## src/rtl/hw_frame_mailbox_if.sv

```systemverilog
// ============================================================================
// Module      : hw_frame_mailbox_if
// Description : Software-to-hardware PIO word set, handshake and frame outputs.
// Revision    : 1.0 - initial release
// ============================================================================
`default_nettype none

interface hw_frame_mailbox_if #(
  parameter int NUM_PORTS = 10,
  parameter int DATA_W    = 32
);
  logic [NUM_PORTS*DATA_W-1:0] port_data_in;
  logic [1:0]                  to_hw_sig;
  logic                        frame_sync;
  logic [1:0]                  to_sw_sig;
  logic [NUM_PORTS*DATA_W-1:0] frame_data;
  logic                        frame_valid;
  logic                        game_reset;
  logic [7:0]                  drop_count;
  logic                        timeout_err;

  modport master (
    output port_data_in, to_hw_sig, frame_sync,
    input  to_sw_sig, frame_data, frame_valid, game_reset, drop_count, timeout_err
  );

  modport slave (
    input  port_data_in, to_hw_sig, frame_sync,
    output to_sw_sig, frame_data, frame_valid, game_reset, drop_count, timeout_err
  );
endinterface

`default_nettype wire

```

## src/rtl/hw_frame_mailbox.sv

```systemverilog
// ============================================================================
// Module      : hw_frame_mailbox
// Description : 4-phase PIO mailbox with staging buffer and frame-synchronous commit.
// Revision    : 1.0 - initial release
// ============================================================================
`default_nettype none

module hw_frame_mailbox #(
  parameter int NUM_PORTS      = 10,
  parameter int DATA_W         = 32,
  parameter int TIMEOUT_CYCLES = 1000000
) (
  input  logic              Clk,
  input  logic              Reset,
  hw_frame_mailbox_if.slave bus
);

  localparam int                 C_WORDS_W  = NUM_PORTS * DATA_W;
  localparam int                 C_CNT_W    = $clog2(TIMEOUT_CYCLES + 1);
  localparam logic [C_CNT_W-1:0] C_CNT_LAST = C_CNT_W'(TIMEOUT_CYCLES - 1);
  localparam logic [C_CNT_W-1:0] C_CNT_ONE  = C_CNT_W'(1);

  typedef enum logic [1:0] {
    S_IDLE     = 2'd0,
    S_DATA_ACK = 2'd1,
    S_RST_ACK  = 2'd2
  } state_t;

  state_t               r_state;
  logic [1:0]           r_sig_q;
  logic [C_WORDS_W-1:0] r_staging;
  logic [C_WORDS_W-1:0] r_frame_data;
  logic                 r_pending;
  logic                 r_frame_valid;
  logic                 r_game_reset;
  logic                 r_timeout_err;
  logic [7:0]           r_drop_count;
  logic [C_CNT_W-1:0]   r_tmo_cnt;

  logic                 w_capture;
  logic                 w_rst_req;
  logic                 w_commit;
  logic [1:0]           w_to_sw_sig;

  assign w_capture = (r_state == S_IDLE) && (r_sig_q == 2'b01);
  assign w_rst_req = (r_state == S_IDLE) && (r_sig_q == 2'b10);
  // A reset request discards the staged set, so it suppresses a coincident commit.
  assign w_commit  = bus.frame_sync && r_pending && !w_rst_req;

  always_ff @(posedge Clk or posedge Reset) begin
    if (Reset) begin
      r_state       <= S_IDLE;
      r_sig_q       <= 2'b00;
      r_staging     <= '0;
      r_frame_data  <= '0;
      r_pending     <= 1'b0;
      r_frame_valid <= 1'b0;
      r_game_reset  <= 1'b0;
      r_timeout_err <= 1'b0;
      r_drop_count  <= 8'd0;
      r_tmo_cnt     <= '0;
    end else begin
      r_sig_q       <= bus.to_hw_sig;
      r_frame_valid <= 1'b0;
      r_game_reset  <= 1'b0;

      if (w_commit) begin
        r_frame_data  <= r_staging;
        r_frame_valid <= 1'b1;
        r_pending     <= 1'b0;
      end

      case (r_state)
        S_IDLE: begin
          r_tmo_cnt <= '0;
          if (w_capture) begin
            r_staging <= bus.port_data_in;
            r_pending <= 1'b1;
            // Only an uncommitted set is lost; a same-cycle commit already took it.
            if (r_pending && !w_commit && (r_drop_count != 8'hFF))
              r_drop_count <= r_drop_count + 8'd1;
            r_state <= S_DATA_ACK;
          end else if (w_rst_req) begin
            r_game_reset <= 1'b1;
            r_pending    <= 1'b0;
            r_staging    <= '0;
            r_state      <= S_RST_ACK;
          end
        end
        S_DATA_ACK, S_RST_ACK: begin
          if (r_sig_q == 2'b00) begin
            if (r_state == S_RST_ACK)
              r_timeout_err <= 1'b0;
            r_state <= S_IDLE;
          end else if (r_tmo_cnt == C_CNT_LAST) begin
            r_timeout_err <= 1'b1;
          end else begin
            r_tmo_cnt <= r_tmo_cnt + C_CNT_ONE;
          end
        end
        default: r_state <= S_IDLE;
      endcase
    end
  end

  always_comb begin
    w_to_sw_sig = 2'b00;
    case (r_state)
      S_DATA_ACK: w_to_sw_sig = 2'b01;
      S_RST_ACK:  w_to_sw_sig = 2'b10;
      default:    w_to_sw_sig = 2'b00;
    endcase
  end

  assign bus.to_sw_sig   = w_to_sw_sig;
  assign bus.frame_data  = r_frame_data;
  assign bus.frame_valid = r_frame_valid;
  assign bus.game_reset  = r_game_reset;
  assign bus.drop_count  = r_drop_count;
  assign bus.timeout_err = r_timeout_err;

endmodule

`default_nettype wire

```

## src/flat_wrapper.sv

```systemverilog
// flat-port wrapper written by rule: the top's interface ports become plain ports
module hw_frame_mailbox_flat 
#(
  parameter int NUM_PORTS      = 10,
  parameter int DATA_W         = 32,
  parameter int TIMEOUT_CYCLES = 1000000
)
  (Clk, Reset, bus_port_data_in, bus_to_hw_sig, bus_frame_sync, bus_to_sw_sig, bus_frame_data, bus_frame_valid, bus_game_reset, bus_drop_count, bus_timeout_err);
  hw_frame_mailbox_if #(.NUM_PORTS(NUM_PORTS), .DATA_W(DATA_W)) bus_i ();
  input  logic Clk;
  input  logic Reset;
  input wire logic [$bits(bus_i.port_data_in)-1:0] bus_port_data_in;
  input wire logic [$bits(bus_i.to_hw_sig)-1:0] bus_to_hw_sig;
  input wire logic [$bits(bus_i.frame_sync)-1:0] bus_frame_sync;
  output wire logic [$bits(bus_i.to_sw_sig)-1:0] bus_to_sw_sig;
  output wire logic [$bits(bus_i.frame_data)-1:0] bus_frame_data;
  output wire logic [$bits(bus_i.frame_valid)-1:0] bus_frame_valid;
  output wire logic [$bits(bus_i.game_reset)-1:0] bus_game_reset;
  output wire logic [$bits(bus_i.drop_count)-1:0] bus_drop_count;
  output wire logic [$bits(bus_i.timeout_err)-1:0] bus_timeout_err;
  assign bus_i.port_data_in = bus_port_data_in;
  assign bus_i.to_hw_sig = bus_to_hw_sig;
  assign bus_i.frame_sync = bus_frame_sync;
  assign bus_to_sw_sig = bus_i.to_sw_sig;
  assign bus_frame_data = bus_i.frame_data;
  assign bus_frame_valid = bus_i.frame_valid;
  assign bus_game_reset = bus_i.game_reset;
  assign bus_drop_count = bus_i.drop_count;
  assign bus_timeout_err = bus_i.timeout_err;
  hw_frame_mailbox #(.NUM_PORTS(NUM_PORTS), .DATA_W(DATA_W), .TIMEOUT_CYCLES(TIMEOUT_CYCLES)) u_core (.Clk(Clk), .Reset(Reset), .bus(bus_i));
endmodule
```

## config.mk

```make
export PLATFORM = sky130hd
export DESIGN_NAME = hw_frame_mailbox_flat
export DESIGN_NICKNAME = d
export VERILOG_FILES = /design/src/rtl/hw_frame_mailbox_if.sv /design/src/rtl/hw_frame_mailbox.sv /design/src/flat_wrapper.sv
export SDC_FILE = /design/constraint.sdc
export NUM_CORES = 1
export LEC_CHECK = 0
export BUFFER_PORTS_ARGS = -buffer_cell sky130_fd_sc_hd__buf_4
export CAP_MARGIN = 20
export CORE_MARGIN = 5
export CORE_UTILIZATION = 41
export DETAILED_ROUTE_END_ITERATION = 7
export PLACE_DENSITY_LB_ADDON = 0.25
export SKIP_LAST_GASP = 1
export SLEW_MARGIN = 20
export SYNTH_ARGS = -nofsm -noshare
export SYNTH_HDL_FRONTEND = slang
export SYNTH_SLANG_ARGS = --single-unit
```

## constraint.sdc

```tcl
create_clock -name Clk -period 43.1 [get_ports Clk]
set_input_delay 8.62 -clock Clk [delete_from_list [all_inputs] [get_ports Clk]]
set_output_delay 8.62 -clock Clk [all_outputs]
set_load 0.05 [all_outputs]
```

# [Word-level counts from Yosys, hierarchy flattened]
# Index checks and enable logic that the tools add are counted.
[classes] add_sub_neg=2 shift=0 order_cmp=0 n_reduce_logical=19 n_mux=21 bitwise=0 eq_ne=11 div_mod_pow=0 multipliers=0
[ops] operator="$mux W320" count=2
[ops] operator="$mux W20" count=2
[ops] operator="$pmux W20 S2" count=1
[ops] operator="$add A20 B1 Y20 const B" count=1
[ops] operator="$eq A20 B20 Y1 const B" count=1
[ops] operator="$mux W1" count=11
[ops] operator="$reduce_and A3 Y1" count=3
[ops] operator="$add A8 B1 Y8 const B" count=1
[ops] operator="$ne A8 B8 Y1 const B" count=1
[ops] operator="$pmux W2 S2" count=2
[ops] operator="$logic_and A1 B1 Y1" count=6
[ops] operator="$mux W2" count=3
[ops] operator="$ne A2 B2 Y1 const B" count=3
[ops] operator="$reduce_bool A2 Y1" count=3
[ops] operator="$eq A2 B1 Y1 const B" count=2
[ops] operator="$eq A2 B2 Y1 const B" count=2
[ops] operator="$logic_not A2 Y1" count=2
[ops] operator="$reduce_and A2 Y1" count=2
[ops] operator="$ne A3 B1 Y1 const B" count=1
[ops] operator="$logic_not A1 Y1" count=2
[ops] operator="$ne A2 B1 Y1 const B" count=1
[ops] operator="$reduce_or A2 Y1" count=1
[word_totals] register_bits=676 elab_cells=63 mem_count=0 mem_bits_rw=0 in_bits=325 out_inout_bits=333 mem_bits_ro=0 latchBits=0

# [Logic depth before layout (Yosys ltp)]
[depth] ltp_word=8 depth_mapped=9 mapped_depth_nobuf=7

# [Worst setup path after synthesis]
# Ideal clock, no wire load.
[synth_timing] path_kind="input to register" start="in bus_frame_sync" end="reg u_core.r_frame_data[100] (netlist: u_core.bus.frame_data[100])" path_buffers=3 slack_ps=33267 t_arrival_ps=9708 setup_ps=125 t_required_ps=42975 stages=5 path_cell_list="and3_1 clkbuf_1 clkbuf_1 buf_2 mux2_2"
[synth_via] elab_chain_len=2
[synth_rtl] element="start: declaration" line="flat_wrapper.sv:14" text="input wire logic [$bits(bus_i.frame_sync)-1:0] bus_frame_sync;"
[synth_rtl] element="$logic_and A1 B1 Y1 (2 in series)" line="hw_frame_mailbox.sv:48" text="assign w_commit = bus.frame_sync && r_pending && !w_rst_req;"
[synth_rtl] element="end signal: assignment" line="hw_frame_mailbox.sv:68" text="r_frame_data <= r_staging;"
[synth_rtl] element="end: declaration" line="hw_frame_mailbox.sv:32" text="logic [C_WORDS_W-1:0] r_frame_data;"
# No other way between the ends.
# A chain may end at the register's enable or synchronous reset.

# [Worst setup path in the final report]
[layout_timing] start="in bus_frame_sync" end="reg u_core.r_frame_data[206] (netlist: u_core.bus.frame_data[206])"
# The elaborated chain is that of the path after synthesis.

==> results by group <==
Clock network
  – CTS Hold Bufs: 0
  – Worst-case clock buffer depth: 3
  – CTS tree: built
  – Worst skew pair latency: 0.59 ns
  – Setup Fix Bufs, Post-CTS: 0
  – H-Tree Depth: 3
  – Post-CTS sizing: 0
  – Clock sink count: 676
  – Root buffer cell: clkbuf_16
  – CTS buffer count: 73
  – CTS clk-pin slew, worst paths: 0.06 ns

STA
  – Final Hold Viols: 0
  – Fmax: 0.0830 GHz
  – Final setup vio count: 0
  – Skew final: 0.0201 ns
  – Max-slew headroom: 0.235
  – RSZ-0062 raised after global routing: no
  – Final worst-path cycle share: 0.279
  – Fin crit period: 12.04 ns
  – Slew Viols, Final: 0
  – Slew @ Worst Pin: 1.15 ns
  – Setup TNS Final: 0 ns

Global routing
  – Gr busiest metal: met2
  – Vias in the first global route: 17834
  – Tot GR Track Use: 0.208
  – Met1 Resource Use GR: 0.264
  – First-pass GRT wire length: 109000 µm
  – M3 GR Usage: 0.0757
  – Grt ovf: 0
  – Largest net degree at the start of global routing: 181
  – Antenna violations before repair: 10
  – Met2 Usage GRT: 0.337

Worst setup path
  – Worst EP arrival: 12.51 ns
  – CP max stage cell: buf_4
  – Crit path launch: bus_frame_sync
  – Worst-path cell chain: buf_4 -> and3_4 -> buf_4 -> buf_4 -> buf_4 -> mux2_2
  – Critical Path Sink: u_core.bus.frame_data[206]
  – R2r setup slk: 38.14 ns
  – Critical path type: input pin to flip-flop
  – Critical path endpoint category: flip-flop
  – R2R depth: 9
  – CP max stage delay: 0.89 ns
  – Worst path required time: 43.57 ns
  – Critical path peak fanout: 72
  – Top cell by count, worst path: buf_4
  – Worst reg2reg path startpoint: u_core.r_state[1]
  – Critical R2R Capture: u_core.bus.frame_data[206]
  – Crit path launch type: input pin

Placement
  – GPL Wtd Cong: 0.824
  – Dpl cells: 2948
  – Final HPWL DP: 48200 µm
  – Dpl cell area: 30600 µm²
  – Port Buffers: 657

Status
  – Outcome: finished clean

Floorplan
  – Std cell rows: 90
  – Die H: 257 µm
  – Die X: 257 µm
  – Starting density of the core: 0.414
  – Ports: 658
  – Area of the die: 66000 µm²
  – Core outline area: 60400 µm²

Detailed routing
  – Total wire length: 70900 µm
  – Routed vias: 16620
  – Pre-antenna DRT Iters: 4
  – Iter 0 DRT Violations: 865
  – Remaining antenna violation count: 0
  – Drt via density: 5.39
  – WL/cell: 23.0 µm
  – DRC Markers: 0

Yosys
  – Syn_area_per_cell: 15.5 µm²
  – Cell taking the most area after synthesis: dfrtp_1
  – Yosys warnings: 0
  – Largest cells by area after synthesis: dfrtp_1, mux2_2, a22o_1
  – Seq cells post-synth: 676
  – Post-synth top area share: 0.677
  – Synth unique cells: 48
  – Synthesized area: 25000 µm²
  – EDFF count, synth: 0
  – Cells after Synth: 1608
  – Most frequent cell after synthesis: dfrtp_1
  – Sequential element share of the synthesized area: 0.677
  – Commonest cells in the netlist: dfrtp_1, a22o_1, mux2_2
  – Synthesized Nets: 1940
  – Top_reg_cell synth: dfrtp_1
  – FFs w/ async S/R, synth: 1.00

Cells and area
  – Final net count: 2574
  – Layout cells sized above 1: 0.456
  – Layout area overhead: 31.8%
  – Final instance area: 32900 µm²
  – Layout Cells excl Fill: 3085

Flow run
  – Max Cap Viol: 0

Hold path
  – Worst Hold Class: flip-flop to flip-flop
  – Worst Hold Path Cells: 1

Pwr
  – IR drop worst, VDD: 0.0466 mV
  – Post-layout power: 2.76 mW
  – Total power divided by cell area: 83.7 nW/µm²
  – Leakage power: 16.6 nW
==> worst min path at each step <==
stage	start	end
2_1_floorplan	u_core.r_staging[0]	u_core.r_staging[0]
3_3_place_gp	u_core.bus.frame_data[57]	u_core.bus.frame_data[57]
3_5_place_dp	u_core.r_staging[94]	u_core.r_staging[94]
4_1_cts	u_core.r_staging[68]	u_core.bus.frame_data[68]
5_1_grt	u_core.bus.frame_data[49]	u_core.bus.frame_data[49]
6_report	u_core.bus.frame_data[49]	u_core.bus.frame_data[49]
==> routing by layer <==
metal / vias to the layer above / wire length [µm]
met2: 590 / 34300
li1: 7260 / -
met5: - / 34
met4: 6 / 1890
met1: 8646 / 28400
met3: 118 / 6190
==> report_power, final <==
part / internal (mW) / switching, mW / leakage, nW
clock network: 0.356 / 0.253 / 1.14
registers: 0.893 / 0.149 / 8.82
logic: 0.390 / 0.715 / 6.60
==> layout by cell type, fill, tap and decap left out, drive strengths merged, types with 8 or more instances in the layout <==
| cell | instances |
|---|---|
| nand2 | 18 |
| o211ai | 8 |
| nor2 | 13 |
| inv | 15 |
| nand3 | 8 |
| o21ai | 14 |
| mux2 | 323 |
| clkinv | 8 |
| nor4 | 11 |
| clkbuf | 113 |
| a22o | 324 |
| dfrtp | 676 |
| buf | 676 |
==> cells by family (layout without fill, tap and decap cells) <==
family / Yosys count / in the layout / share of synthesized area
DFF: 676 / 676 / 0.677
AOI/OAI and AO/OA: 370 / 370 / 0.126
muxes: 327 / 327 / 0.147
buffers and inverters: 128 / 816 / 0.0227
and+or+nand+nor: 93 / 93 / 0.0218
adders and majority gates: 7 / 7 / 0.00350
xor gates and xnor gates: 7 / 7 / 0.00245
other: 0 / 7 / 0
==> state kept, by name, summed over array words and instances (netlist names) <==
| signal | cells |
|---|---|
| u_core.r_sig_q | 2 |
| u_core.bus.game_reset | 1 |
| u_core.bus.drop_count | 8 |
| u_core.r_staging | 320 |
| u_core.bus.timeout_err | 1 |
| u_core.bus.frame_data | 320 |
| u_core.r_tmo_cnt | 20 |
| u_core.r_state | 2 |
| u_core.r_pending | 1 |
| u_core.bus.frame_valid | 1 |
==> worst max-delay path: cells and delay by family <==
kind,cells,cell delay (ns)
muxes,1,0.42
and+or+nand+nor,1,0.69
buffers and inverters,4,2.54
==> per-stage QoR <==
stage	utilization	setup slack (ns)	hold WS [ns]
floorplan	-	15.53	0.461
global placement	0.506	30.49	0.468
detailed placement	0.506	30.50	0.476
CTS	0.545	31.15	0.488
global route	0.546	30.92	0.493
finish	0.546	31.06	0.484
==> final cells by class <==
class	instances	area [µm²]
Sequential cell	676	16900
Multi-Input combinational cell	804	7530
Tap cell	782	978
Fill cell	4967	27400
Timing Repair Buffer	676	5110
Antenna cell	7	17.5
Clock buffer	113	2180
Clock inverter	16	161
Inverter	11	48.8
No activity file was read; power rests on OpenSTA's default activity.
